### src/rtl/vic20_pkg.sv
// Shared types and constants for the VIC-20 download/load controller.
package vic20_pkg;

  typedef enum logic [2:0] {
    S_IDLE, S_LOAD, S_DRAIN, S_INJECT, S_RESET_WAIT
  } load_state_t;

  localparam logic [15:0] CART_BASE_DFLT = 16'hA000;

  // BASIC end-of-program pointers; even slots take the low byte, odd the high.
  localparam logic [7:0][15:0] INJ_ADDR = {
    16'h00AF, 16'h00AE, 16'h0032, 16'h0031,
    16'h0030, 16'h002F, 16'h002E, 16'h002D
  };

endpackage

### src/rtl/vic20_load_ctrl_fifo.sv
// Synchronous first-word-fall-through FIFO; a pop frees a full slot for a same-cycle push.
module load_fifo #(
  parameter int DEPTH = 4,
  parameter int W     = 24
) (
  input  logic         clk,
  input  logic         rst_n,
  input  logic         push,
  input  logic [W-1:0] wdata,
  input  logic         pop,
  output logic [W-1:0] rdata,
  output logic         full,
  output logic         empty
);
  localparam int AW = $clog2(DEPTH);

  logic [W-1:0] mem_q [DEPTH];
  logic [AW:0]  wr_q, wr_d, rd_q, rd_d;
  logic         do_push, do_pop;

  assign empty   = (wr_q == rd_q);
  assign full    = (wr_q[AW] != rd_q[AW]) && (wr_q[AW-1:0] == rd_q[AW-1:0]);
  assign do_pop  = pop & ~empty;
  assign do_push = push & (~full | do_pop);
  assign rdata   = mem_q[rd_q[AW-1:0]];

  always_comb begin
    wr_d = wr_q;
    rd_d = rd_q;
    if (do_push) wr_d = wr_q + 1'b1;
    if (do_pop)  rd_d = rd_q + 1'b1;
  end

  always_ff @(posedge clk or negedge rst_n) begin
    if (!rst_n) begin
      wr_q <= '0;
      rd_q <= '0;
    end else begin
      wr_q <= wr_d;
      rd_q <= rd_d;
    end
  end

  always_ff @(posedge clk) begin
    if (do_push) mem_q[wr_q[AW-1:0]] <= wdata;
  end

endmodule

### src/rtl/vic20_load_ctrl.sv
// Sequences PRG/CRT downloads into the SDRAM write port, then injects BASIC
// end pointers and optionally pulses a delayed core reset for $A000 carts.
module vic20_load_ctrl import vic20_pkg::*; #(
  parameter int          FIFO_DEPTH  = 4,
  parameter logic [15:0] CART_BASE   = CART_BASE_DFLT,
  parameter int          RESET_DELAY = 16
) (
  input  logic        clk_sys,
  input  logic        reset_n,
  input  logic        dl_active,
  input  logic [7:0]  dl_index,
  input  logic        dl_wr,
  input  logic [15:0] dl_addr,
  input  logic [7:0]  dl_data,
  input  logic        hdr_mode,
  output logic        mem_req,
  output logic [15:0] mem_addr,
  output logic [7:0]  mem_data,
  input  logic        mem_ack,
  output logic        force_reset,
  output logic        busy,
  output logic [15:0] end_addr,
  output logic        overflow
);
  localparam int CW = $clog2(RESET_DELAY + 1);

  load_state_t state_q, state_d;
  logic        hdr_q, hdr_d;
  logic        auto_q, auto_d;
  logic        ovf_q, ovf_d;
  logic        frst_q, frst_d;
  logic [15:0] start_q, start_d;
  logic [15:0] end_q, end_d;
  logic [2:0]  inj_q, inj_d;
  logic [CW-1:0] cnt_q, cnt_d;

  logic        f_push, f_pop, f_full, f_empty;
  logic [23:0] f_rdata;
  logic [15:0] wr_addr;
  logic        is_data, load_wr, fifo_req, inj_act, push_ok;

  load_fifo #(.DEPTH(FIFO_DEPTH), .W(24)) u_fifo (
    .clk   (clk_sys),
    .rst_n (reset_n),
    .push  (f_push),
    .wdata ({wr_addr, dl_data}),
    .pop   (f_pop),
    .rdata (f_rdata),
    .full  (f_full),
    .empty (f_empty)
  );

  always_comb begin
    wr_addr  = hdr_q ? (start_q + dl_addr - 16'd2) : (CART_BASE + dl_addr);
    is_data  = ~hdr_q | (dl_addr > 16'd1);
    load_wr  = (state_q == S_LOAD) & dl_wr;
    fifo_req = ((state_q == S_LOAD) || (state_q == S_DRAIN)) && !f_empty;
    inj_act  = (state_q == S_INJECT);
    f_pop    = fifo_req & mem_ack;
    f_push   = load_wr & is_data;
    push_ok  = ~f_full | f_pop;
  end

  // Outputs are muxed straight from registered state so the FIFO head can be
  // presented the cycle after the push, and held until the ack pops it.
  always_comb begin
    mem_req  = fifo_req | inj_act;
    mem_addr = '0;
    mem_data = '0;
    if (fifo_req) begin
      mem_addr = f_rdata[23:8];
      mem_data = f_rdata[7:0];
    end else if (inj_act) begin
      mem_addr = INJ_ADDR[inj_q];
      mem_data = inj_q[0] ? end_q[15:8] : end_q[7:0];
    end
  end

  assign busy        = (state_q != S_IDLE);
  assign end_addr    = end_q;
  assign overflow    = ovf_q;
  assign force_reset = frst_q;

  always_comb begin
    state_d = state_q;
    hdr_d   = hdr_q;
    auto_d  = auto_q;
    ovf_d   = ovf_q;
    start_d = start_q;
    end_d   = end_q;
    inj_d   = inj_q;
    cnt_d   = cnt_q;
    frst_d  = 1'b0;
    case (state_q)
      S_IDLE: begin
        if (dl_active && dl_index != 8'd0) begin
          state_d = S_LOAD;
          hdr_d   = hdr_mode | (dl_index[4:0] == 5'd1);
          start_d = (hdr_mode | (dl_index[4:0] == 5'd1)) ? 16'd0 : CART_BASE;
          end_d   = start_d;
          auto_d  = 1'b0;
          ovf_d   = 1'b0;
        end
      end
      S_LOAD: begin
        if (load_wr) begin
          if (!is_data) begin
            if (dl_addr[0]) start_d[15:8] = dl_data;
            else            start_d[7:0]  = dl_data;
            end_d = start_d;
          end else begin
            // end_addr tracks every strobe, even ones dropped on overflow
            end_d = wr_addr + 16'd1;
            if (push_ok) begin
              if (wr_addr == CART_BASE) auto_d = 1'b1;
            end else begin
              ovf_d = 1'b1;
            end
          end
        end
        if (!dl_active) state_d = S_DRAIN;
      end
      S_DRAIN: begin
        if (f_empty) begin
          state_d = S_INJECT;
          inj_d   = 3'd0;
        end
      end
      S_INJECT: begin
        if (mem_ack) begin
          if (inj_q == 3'd7) begin
            state_d = auto_q ? S_RESET_WAIT : S_IDLE;
            cnt_d   = '0;
          end else begin
            inj_d = inj_q + 3'd1;
          end
        end
      end
      S_RESET_WAIT: begin
        if (cnt_q == CW'(RESET_DELAY - 1)) begin
          frst_d  = 1'b1;
          state_d = S_IDLE;
        end else begin
          cnt_d = cnt_q + 1'b1;
        end
      end
      default: state_d = S_IDLE;
    endcase
  end

  always_ff @(posedge clk_sys or negedge reset_n) begin
    if (!reset_n) begin
      state_q <= S_IDLE;
      hdr_q   <= 1'b0;
      auto_q  <= 1'b0;
      ovf_q   <= 1'b0;
      frst_q  <= 1'b0;
      start_q <= '0;
      end_q   <= '0;
      inj_q   <= '0;
      cnt_q   <= '0;
    end else begin
      state_q <= state_d;
      hdr_q   <= hdr_d;
      auto_q  <= auto_d;
      ovf_q   <= ovf_d;
      frst_q  <= frst_d;
      start_q <= start_d;
      end_q   <= end_d;
      inj_q   <= inj_d;
      cnt_q   <= cnt_d;
    end
  end

endmodule
### config.mk
export PLATFORM = sky130hd
export DESIGN_NAME = vic20_load_ctrl
export DESIGN_NICKNAME = d
export VERILOG_FILES = /design/src/rtl/vic20_pkg.sv /design/src/rtl/vic20_load_ctrl_fifo.sv /design/src/rtl/vic20_load_ctrl.sv
export SDC_FILE = /design/constraint.sdc
export NUM_CORES = 1
export LEC_CHECK = 0
export ABC_AREA = 1
export BUFFER_PORTS_ARGS = -buffer_cell sky130_fd_sc_hd__buf_2
export CORE_ASPECT_RATIO = 0.8
export CORE_UTILIZATION = 60
export CTS_CLUSTER_SIZE = 24
export DETAILED_ROUTE_END_ITERATION = 12
export PLACE_DENSITY = 0.81
export RECOVER_POWER = 50
export SYNTH_ARGS = -nofsm -noshare
export SYNTH_HDL_FRONTEND = slang
export SYNTH_SLANG_ARGS = --single-unit
### constraint.sdc
create_clock -name clk_sys -period 8.7 [get_ports clk_sys]
set_clock_uncertainty 0.1 [all_clocks]
set_input_delay 0.87 -clock clk_sys [delete_from_list [all_inputs] [get_ports clk_sys]]
set_output_delay 0.87 -clock clk_sys [all_outputs]
set_load 0.01 [all_outputs]
==> results of run 1 <==
where the power goes:
group,internal (mW),switching [mW],leakage (nW)
combinational,0.620,1.40,2.61
clock,0.404,0.317,0.270
sequential,0.987,0.122,1.56
total,2.01,1.84,4.45
registers in the layout, indices dropped and copies added (netlist names):
signal and cells:
auto_q 1, hdr_q 1, state_q 3, u_fifo.mem_q 96
cnt_q 5, overflow 1, start_q 16, inj_q 3
u_fifo.wr_q 3, u_fifo.rd_q 3, end_addr 16, force_reset 1
critical path, stage by stage:
cell        delay (ns)
clkbuf_1          0.70
clkinvlp_2        0.57
o21ai_0           1.29
ha_1              0.32
inv_1             0.09
nor2_1            0.11
nand2_1           0.09
nor2_2            0.18
nand3_1           0.13
nor2_1            0.12
nand2_1           0.09
clkinv_1          0.08
nand3_1           0.06
nand2_1           0.09
nand3_1           0.08
nand2_1           0.10
nand2_1           0.06
metrics by stage:
stage               hold WS (ns)  setup slack [ns]  util [%]  power, mW  area, um^2
finish                    0.3835             3.880     70.03      3.851        9656
CTS                       0.3897             4.598     70.67      3.841        9744
floorplan                 0.3425             5.313         -      2.502        8638
detailed placement        0.3761             4.759     66.54      3.113        9175
global placement          0.3663             4.889     66.54      3.064        9175
global route              0.4094             3.558     70.03      4.120        9656
per-layer routing:
layer / track usage [%] / wire length, um / vias up
li1: - / - / 3565
met1: 45.67 / 9471 / 3457
met2: 50.69 / 10510 / 399
met3: 5.164 / 2404 / 50
met4: 11.67 / 578 / 0
met5: 0 / 0 / -
area by class of cell:
cell class / instances / area [um^2]
fill: 1093 / 4133
clock buffer: 19 / 432.9
inverter: 164 / 616.8
tap: 180 / 225.2
clock inverter: 13 / 136.4
sequential: 149 / 4209
timing repair buffer: 89 / 422.9
multi-input combinational: 687 / 3612
placed cells by master (no fill, tap or decap), types with 9 or more instances in the layout:
cell,Yosys,layout
ha_1,42,42
a21oi_1,50,50
buf_2,9,53
nand2_1,251,255
xor2_1,10,10
a32o_1,9,9
inv_1,154,156
clkbuf_1,21,32
o31ai_1,9,9
nand3_1,64,65
edfxtp_1,96,96
nor2_1,91,88
o21ai_0,85,88
dfrtp_1,53,53
nand4_1,12,12
clkbuf_16,0,17
cell families (layout without fill, tap and decap cells):
| kind of cell | after synthesis | in the layout | synth area share (%) |
|---|---|---|---|
| compound gates | 183 | 183 | 12.41 |
| mux | 2 | 2 | 0.2318 |
| fa+ha+maj | 43 | 43 | 6.315 |
| buf+inv | 200 | 285 | 9.024 |
| xor+xnor | 14 | 14 | 1.419 |
| flops | 149 | 149 | 48.73 |
| simple gates | 445 | 445 | 21.87 |
worst max path at each step:
stage                               to  slack, ns  cells after the start            from
after floorplan           end_addr[14]       5.31                     21      dl_addr[1]
after global placement    end_addr[14]       4.89                     20      dl_addr[0]
after detailed placement  end_addr[14]       4.76                     20      dl_addr[0]
after CTS                  mem_data[3]       4.60                      5  u_fifo.rd_q[1]
after global routing      end_addr[14]       3.56                     17      dl_addr[0]
final                     end_addr[14]       3.88                     17      dl_addr[0]
synthesized netlist by cell type, drive strengths merged:
cell	instances
a211oi	1
buf	15
xor2	10
nand3	69
a21oi	52
fa	1
o31ai	9
a32o	9
o22ai	7
a221o	7
o32ai	1
o21ai	94
o211ai	1
nor2	97
a21o	1
edfxtp	96
dfrtp	53
inv	163
mux2i	2
and2	1
nor3	7
nand3b	1
nand2	256
a31oi	1
ha	42
nand4	12
xnor2	4
nor4	1
clkinv	1
nor2b	1
clkbuf	21
==> metrics.txt, run 1 <==
# TYPE chip_impl_metric gauge
chip_impl_metric{name="cp_data_arrival_time",unit="ns"} 5.04
chip_impl_metric{name="slew_viol_final",unit=""} 63
chip_impl_info{name="critical_path_class",value="in2reg"} 1
chip_impl_info{name="failed_checks",value="capacitance limit, slew limit"} 1
chip_impl_info{name="worstReg2RegStart",value="u_fifo.rd_q[0]"} 1
chip_impl_metric{name="holdPathStages",unit=""} 2
chip_impl_metric{name="place_congestion",unit=""} 0.9095
chip_impl_metric{name="timing.fmax",unit="GHz"} 0.2075
chip_impl_metric{name="coreArea",unit="mm^2"} 0.01379
chip_impl_info{name="whs_endpoint",value="start_q[5]"} 1
chip_impl_info{name="hold_path_class",value="reg2reg"} 1
chip_impl_metric{name="max_slew_margin_vs_limit",unit="%"} -98.69
chip_impl_metric{name="synthCells",unit=""} 1036
chip_impl_metric{name="post-place-cells",unit=""} 1269
chip_impl_info{name="clk_root_buffer_cell",value="clkbuf_16"} 1
chip_impl_metric{name="initial_utilization",unit="%"} 62.65
chip_impl_metric{name="dr_drc_count",unit=""} 0
chip_impl_metric{name="timing_hold_violations_final",unit=""} 0
chip_impl_metric{name="synth.ff_latch_count",unit=""} 149
chip_impl_metric{name="post_layout_nonfiller_instances",unit=""} 1301
chip_impl_metric{name="htree_levels",unit=""} 4
chip_impl_metric{name="post_cts_hold_buffer_count",unit=""} 0
chip_impl_metric{name="grt_pass1_wl",unit="mm"} 35.51
chip_impl_metric{name="worst-r2r-cell-count",unit=""} 12
chip_impl_info{name="cp-end-kind",value="flop"} 1
chip_impl_metric{name="ys_seq_area_share",unit="%"} 48.73
chip_impl_metric{name="die_width",unit="um"} 136.2
chip_impl_metric{name="drt_iter0_markers",unit=""} 1058
chip_impl_metric{name="route.final.wire_length",unit="mm"} 22.97
chip_impl_metric{name="final_layout_size_suffix_gt1_share",unit="%"} 10.17
chip_impl_metric{name="cellLeakagePower",unit="nW"} 4.448
chip_impl_info{name="critPathLaunchType",value="input pin"} 1
chip_impl_info{name="hold_path.startpoint",value="start_q[5]"} 1
chip_impl_metric{name="initial_antenna_violation_count",unit=""} 0
chip_impl_metric{name="ys_types",unit=""} 47
chip_impl_metric{name="syn-mean-instance-area",unit="um^2"} 8.338
chip_impl_metric{name="final_min_period_over_clock_period",unit="%"} 55.41
chip_impl_metric{name="postCtsSetupRepairBufs",unit=""} 0
chip_impl_info{name="synth_largest_area_cell",value="edfxtp_1"} 1
chip_impl_info{name="cts_tree",value="yes"} 1
chip_impl_metric{name="clk-insertion-delay-late",unit="ns"} 0.43
chip_impl_metric{name="cts_inserted_buffers",unit=""} 17
chip_impl_metric{name="place.port_buffers",unit=""} 81
chip_impl_metric{name="mappedNetlistArea",unit="mm^2"} 0.008638
chip_impl_metric{name="worst_setup_hold_path_clk_slew",unit="ns"} 0.07
chip_impl_metric{name="detailedRoute.firstPassIterationCount",unit=""} 8
chip_impl_metric{name="vias_per_inst",unit=""} 5.743
chip_impl_metric{name="setup_viol",unit=""} 0
chip_impl_info{name="run_status",value="finished, violations left"} 1
chip_impl_info{name="cell_types_occupying_the_most_area_after_synthesis",value="edfxtp_1 33%, dfrtp_1 15%, nand2_1 11%"} 1
chip_impl_metric{name="share_of_the_synthesized_area_in_the_top_cell_type",unit="%"} 33.37
chip_impl_info{name="rsz_0062_raised_after_global_routing",value="false"} 1
chip_impl_metric{name="grt_pass1_vias",unit=""} 6683
chip_impl_metric{name="globalRouteTotalUtil",unit="%"} 32.29
chip_impl_metric{name="ant_nets",unit=""} 0
chip_impl_metric{name="grt_start_max_net_pins",unit=""} 56
chip_impl_metric{name="post-dp-hpwl",unit="mm"} 16.12
chip_impl_metric{name="clk_path_buf_depth",unit=""} 2
chip_impl_metric{name="dieArea",unit="mm^2"} 0.01488
chip_impl_metric{name="syn_to_final_growth",unit="%"} 11.78
chip_impl_metric{name="insertedDiodeCount",unit=""} 0
chip_impl_info{name="reg2reg_to",value="u_fifo.wr_q[2]"} 1
chip_impl_metric{name="design.final.nets",unit=""} 1189
chip_impl_metric{name="clkSinkCount",unit=""} 149
chip_impl_metric{name="wl_per_cell",unit="um"} 17.65
chip_impl_metric{name="max_slew.worst_pin.slew",unit="ns"} 2.980
chip_impl_metric{name="power_density",unit="mW/mm^2"} 398.8
chip_impl_metric{name="synth_fp_nets",unit=""} 1117
chip_impl_metric{name="timing.critical_path.required",unit="ns"} 8.92
chip_impl_metric{name="max_cap_violations",unit=""} 2
chip_impl_metric{name="vias",unit=""} 7471
chip_impl_metric{name="number_of_gates_given_a_new_drive_strength_after_cts",unit=""} 0
chip_impl_metric{name="final_period_minus_worst_setup_slack",unit="ns"} 4.820
chip_impl_metric{name="critical_path.max_fanout",unit=""} 26
chip_impl_metric{name="ir_drop",unit="V"} 0.0001978
chip_impl_metric{name="i_o_pin_count",unit=""} 82
chip_impl_metric{name="setup_total_negative_slack",unit="ns"} 0
chip_impl_metric{name="yosysWarningCount",unit=""} 0
chip_impl_metric{name="worst-r2r-setup-slack",unit="ns"} 4.52
chip_impl_metric{name="grt.overflow.total",unit=""} 0
chip_impl_metric{name="rows",unit=""} 38
chip_impl_metric{name="dieHeight",unit="um"} 109.3
Note: power is estimated with default switching activity, not from simulation.
==> inputs of run 2 (changes only) <==
--- a/config.mk
+++ b/config.mk
@@ -5,7 +5,7 @@
 export SDC_FILE = /design/constraint.sdc
 export NUM_CORES = 1
 export LEC_CHECK = 0
-export ABC_AREA = 1
+export ABC_AREA = 0
 export BUFFER_PORTS_ARGS = -buffer_cell sky130_fd_sc_hd__buf_2
 export CORE_ASPECT_RATIO = 0.8
 export CORE_UTILIZATION = 60
==> constraint.sdc (replaced) <==
create_clock -name clk_sys -period 4.87 [get_ports clk_sys]
set_clock_uncertainty 0.1 [all_clocks]
set_input_delay 0.487 -clock clk_sys [delete_from_list [all_inputs] [get_ports clk_sys]]
set_output_delay 0.487 -clock clk_sys [all_outputs]
set_load 0.01 [all_outputs]
==> run 2 against run 1 <==
The flow still finishes with violations (capacitance limit, slew limit). Sequential power is 74% higher. Via count down 15%. Combinational power grew 56%. Die area down 3.2%. Register-to-register slack got worse by 3.7 ns.
==> metrics.txt, run 2 <==
# TYPE chip_impl_metric gauge
chip_impl_info{name="run_status",value="finished, violations left"} 1
chip_impl_info{name="failed_checks",value="capacitance limit, slew limit"} 1
chip_impl_metric{name="compound_cell_area_share_of_the_yosys_netlist",unit="%"} 13.77
chip_impl_metric{name="slowest_delay",unit="ns"} 0.85
chip_impl_metric{name="power_density",unit="mW/mm^2"} 669.2
chip_impl_info{name="rsz_0062_raised_after_global_routing",value="false"} 1
chip_impl_metric{name="synth_enable_flop_cells",unit=""} 96
chip_impl_metric{name="initial_utilization",unit="%"} 61.47
chip_impl_metric{name="seq_power_share",unit="%"} 30.7
chip_impl_metric{name="synth.mux.area_fraction",unit="%"} 10.46
chip_impl_info{name="critPathLaunchType",value="flop"} 1
chip_impl_metric{name="design_power_total",unit="mW"} 6.304
chip_impl_metric{name="timing_hold_violations_final",unit=""} 0
chip_impl_metric{name="syn-mean-instance-area",unit="um^2"} 11.42
chip_impl_metric{name="grt_pass1_vias",unit=""} 6277
chip_impl_metric{name="power_switching",unit="mW"} 2.738
chip_impl_metric{name="synth.ff_latch_count",unit=""} 149
chip_impl_metric{name="max_slew_margin_vs_limit",unit="%"} -93.46
chip_impl_metric{name="dieHeight",unit="um"} 107.6
chip_impl_metric{name="htree_levels",unit=""} 4
chip_impl_metric{name="setup_viol",unit=""} 0
chip_impl_metric{name="dr_drc_count",unit=""} 0
chip_impl_metric{name="clkSinkCount",unit=""} 149
chip_impl_metric{name="grt.overflow.total",unit=""} 0
chip_impl_metric{name="place_congestion",unit=""} 0.9384
chip_impl_metric{name="final_period_minus_worst_setup_slack",unit="ns"} 4.053
chip_impl_metric{name="synth_xor_area_share",unit="%"} 2.410
chip_impl_metric{name="cp_data_arrival_time",unit="ns"} 4.31
chip_impl_metric{name="critPathBufInv",unit=""} 1
chip_impl_metric{name="layout.area.seq",unit="mm^2"} 0.004209
chip_impl_info{name="crit_family",value="compound AO/OA/AOI/OAI gates"} 1
chip_impl_metric{name="detailedRoute.firstPassIterationCount",unit=""} 5
chip_impl_info{name="critical_path.cell_chain",value="clkbuf_1 -> nor2b_1 -> nand2_1 -> o211ai_1 -> nand3_4 -> a2111oi_4 -> nand4_1 -> mux2_4 -> nor2_2"} 1
chip_impl_metric{name="post_synth_fa_ha_maj_area_fraction",unit="%"} 6.526
chip_impl_metric{name="wl_per_cell",unit="um"} 20.99
chip_impl_metric{name="share_comb_of_total_power",unit="%"} 50.1
chip_impl_metric{name="max_slew.worst_pin.slew",unit="ns"} 2.902
chip_impl_metric{name="route.final.wire_length",unit="mm"} 21.10
chip_impl_metric{name="async_flop_share",unit="%"} 35.57
chip_impl_info{name="critical_path_class",value="reg2reg"} 1
chip_impl_metric{name="number_of_gates_given_a_new_drive_strength_after_cts",unit=""} 0
chip_impl_metric{name="largest_reg_flops",unit=""} 96
chip_impl_metric{name="ir_drop",unit="V"} 0.0003711
chip_impl_metric{name="clockPowerShare",unit="%"} 19.2
chip_impl_metric{name="initial_antenna_violation_count",unit=""} 0
chip_impl_metric{name="clk_path_buf_depth",unit=""} 2
chip_impl_metric{name="vias_per_inst",unit=""} 6.346
chip_impl_metric{name="postCtsSetupRepairBufs",unit=""} 0
chip_impl_info{name="synth.most_common_cell",value="edfxtp_1"} 1
chip_impl_info{name="dominant_combinational_cell_family_by_area_after_synthesis",value="compound AO/OA/AOI/OAI gates"} 1
chip_impl_metric{name="post_cts_hold_buffer_count",unit=""} 0
chip_impl_metric{name="multiInputGateArea",unit="mm^2"} 0.003699
chip_impl_metric{name="post-place-cells",unit=""} 973
chip_impl_metric{name="final_min_period_over_clock_period",unit="%"} 83.22
chip_impl_metric{name="final_layout_size_suffix_gt1_share",unit="%"} 16.00
chip_impl_metric{name="ys_types",unit=""} 69
chip_impl_metric{name="post_layout_nonfiller_instances",unit=""} 1005
chip_impl_metric{name="timing.fmax",unit="GHz"} 0.2467
chip_impl_metric{name="place.port_buffers",unit=""} 81
chip_impl_metric{name="drt_iter0_markers",unit=""} 501
chip_impl_metric{name="timing.critical_path.required",unit="ns"} 5.12
chip_impl_metric{name="max_cap_violations",unit=""} 1
chip_impl_metric{name="ant_nets",unit=""} 0
chip_impl_info{name="synth_flop_cell",value="edfxtp_1"} 1
chip_impl_info{name="cp-end-kind",value="flop"} 1
chip_impl_metric{name="clk-insertion-delay-late",unit="ns"} 0.42
chip_impl_metric{name="synth_fp_nets",unit=""} 813
chip_impl_info{name="cts_tree",value="yes"} 1
chip_impl_metric{name="cts_inserted_buffers",unit=""} 17
chip_impl_info{name="cpMaxStageDelayCell",value="clkbuf_1"} 1
chip_impl_metric{name="grt_start_max_net_pins",unit=""} 54
chip_impl_info{name="synthTopCellsByCount",value="96 x edfxtp_1, 80 x inv_1, 64 x nand2_1, 53 x dfrtp_1, 42 x ha_1"} 1
chip_impl_metric{name="coreArea",unit="mm^2"} 0.01360
chip_impl_metric{name="mappedNetlistArea",unit="mm^2"} 0.008359
chip_impl_metric{name="share_of_the_synthesized_area_in_the_top_cell_type",unit="%"} 34.49
chip_impl_info{name="cell_types_occupying_the_most_area_after_synthesis",value="edfxtp_1 34%, dfrtp_1 16%, mux4_2 6.5%"} 1
chip_impl_metric{name="critical_path.max_fanout",unit=""} 23
chip_impl_metric{name="worst_setup_hold_path_clk_slew",unit="ns"} 0.06
chip_impl_metric{name="yosysWarningCount",unit=""} 0
chip_impl_metric{name="syn_to_final_growth",unit="%"} 12.69
chip_impl_metric{name="die_width",unit="um"} 134.0
chip_impl_metric{name="design.final.nets",unit=""} 893
chip_impl_metric{name="synth_simple_gate_area_share",unit="%"} 11.42
chip_impl_info{name="most_common_cell_after_layout_fill_and_taps_aside",value="edfxtp_1"} 1
chip_impl_metric{name="grt_pass1_wl",unit="mm"} 33.58
chip_impl_metric{name="i_o_pin_count",unit=""} 82
chip_impl_metric{name="p_int",unit="mW"} 3.566
chip_impl_metric{name="rows",unit=""} 38
chip_impl_info{name="hold_path_class",value="in2reg"} 1
chip_impl_metric{name="setup_total_negative_slack",unit="ns"} 0
chip_impl_metric{name="filler_cell_count",unit=""} 1027
chip_impl_metric{name="globalRouteTotalUtil",unit="%"} 31.20
chip_impl_metric{name="dieArea",unit="mm^2"} 0.01441
chip_impl_metric{name="vias",unit=""} 6378
chip_impl_metric{name="cellLeakagePower",unit="nW"} 3.898
chip_impl_info{name="synth_largest_area_cell",value="edfxtp_1"} 1
chip_impl_metric{name="slew_viol_final",unit=""} 54
chip_impl_metric{name="power_switching_share",unit="%"} 43.44
chip_impl_metric{name="insertedDiodeCount",unit=""} 0
chip_impl_metric{name="ys_seq_area_share",unit="%"} 50.35
chip_impl_info{name="clk_root_buffer_cell",value="clkbuf_16"} 1
chip_impl_info{name="layout.cells.most_common_list",value="96 x edfxtp_1, 80 x inv_1, 64 x nand2_1, 53 x dfrtp_1, 53 x buf_2"} 1
chip_impl_metric{name="synthCells",unit=""} 732
chip_impl_metric{name="post-dp-hpwl",unit="mm"} 14.99
## run 2: cell count changes in the layout (fill, tap and decap cells not counted), moves of 24 or more
cell	change
inv_1	-76
mux2i_1	+24
mux4_2	+24
nand2_1	-191
nand3_1	-49
nor2_1	-49
o21ai_0	-59
## run 2: worst paths after layout
kind                                      from              to  slack [ns]  cells past startpoint
worst max register to register           hdr_q    end_addr[15]        0.82                      9
worst min register to register  u_fifo.wr_q[2]  u_fifo.wr_q[2]        0.39                      1
max in group asynchronous              reset_n     end_addr[3]        2.00                      2
min in group asynchronous              reset_n  u_fifo.wr_q[0]        1.00                      2
worst max-delay path                     hdr_q    end_addr[15]        0.82                      9
worst min-delay path                  hdr_mode           hdr_q        0.29                      3
## run 2: worst register-to-register path: stages, from the launching register on
cell,delay [ns]
dfrtp_1,0.65
clkbuf_1,0.85
nor2b_1,0.30
nand2_1,0.07
o211ai_1,0.83
nand3_4,0.22
a2111oi_4,0.33
nand4_1,0.19
mux2_4,0.34
nor2_2,0.09
## run 2: power by group through the flow
stage	Combinational (mW)	Sequential (mW)	Clock, mW
2_1_floorplan	2.25	1.86	0
6_report	3.16	1.93	1.21
4_1_cts	3.19	1.93	1.22
5_1_grt	3.46	1.96	1.27
3_3_place_gp	3.06	1.93	0
3_5_place_dp	3.15	1.95	0
## run 2: final cells by class
type | count | share of cell area (%)
Inverter | 80 | 3.188
Clock inverter | 15 | 1.315
Timing Repair Buffer | 92 | 4.649
Tap cell | 180 | 2.391
Clock buffer | 17 | 4.516
Sequential cell | 149 | 44.68
Multi-Input combinational cell | 472 | 39.26
## run 2: metal layers
metal	up-vias	routed length [um]	GRT usage, %
li1	2858	-	-
met1	3189	8885	42.20
met2	295	10110	49.81
met3	36	1611	6.309
met4	0	493	12.09
met5	-	0	0
## run 2: cells by family after synthesis
logic type,after synthesis
buffers and inverters,111
muxes,56
xor gates and xnor gates,23
AOI/OAI and AO/OA,161
DFF,149
adders and majority gates,43
and+or+nand+nor,189
## run 2: stage by stage
| stage | worst slack (ns) | instance area, um^2 | hold WS (ns) | util (%) |
|---|---|---|---|---|
| finish | 0.8171 | 9420 | 0.2883 | 69.28 |
| CTS | 1.114 | 9499 | 0.1216 | 69.86 |
| detailed placement | 1.010 | 8950 | 0.3907 | 65.82 |
| global placement | 1.119 | 8950 | 0.3744 | 65.82 |
| global route | 0.6462 | 9420 | 0.3051 | 69.28 |
| floorplan | 1.645 | 8359 | 0.09141 | - |
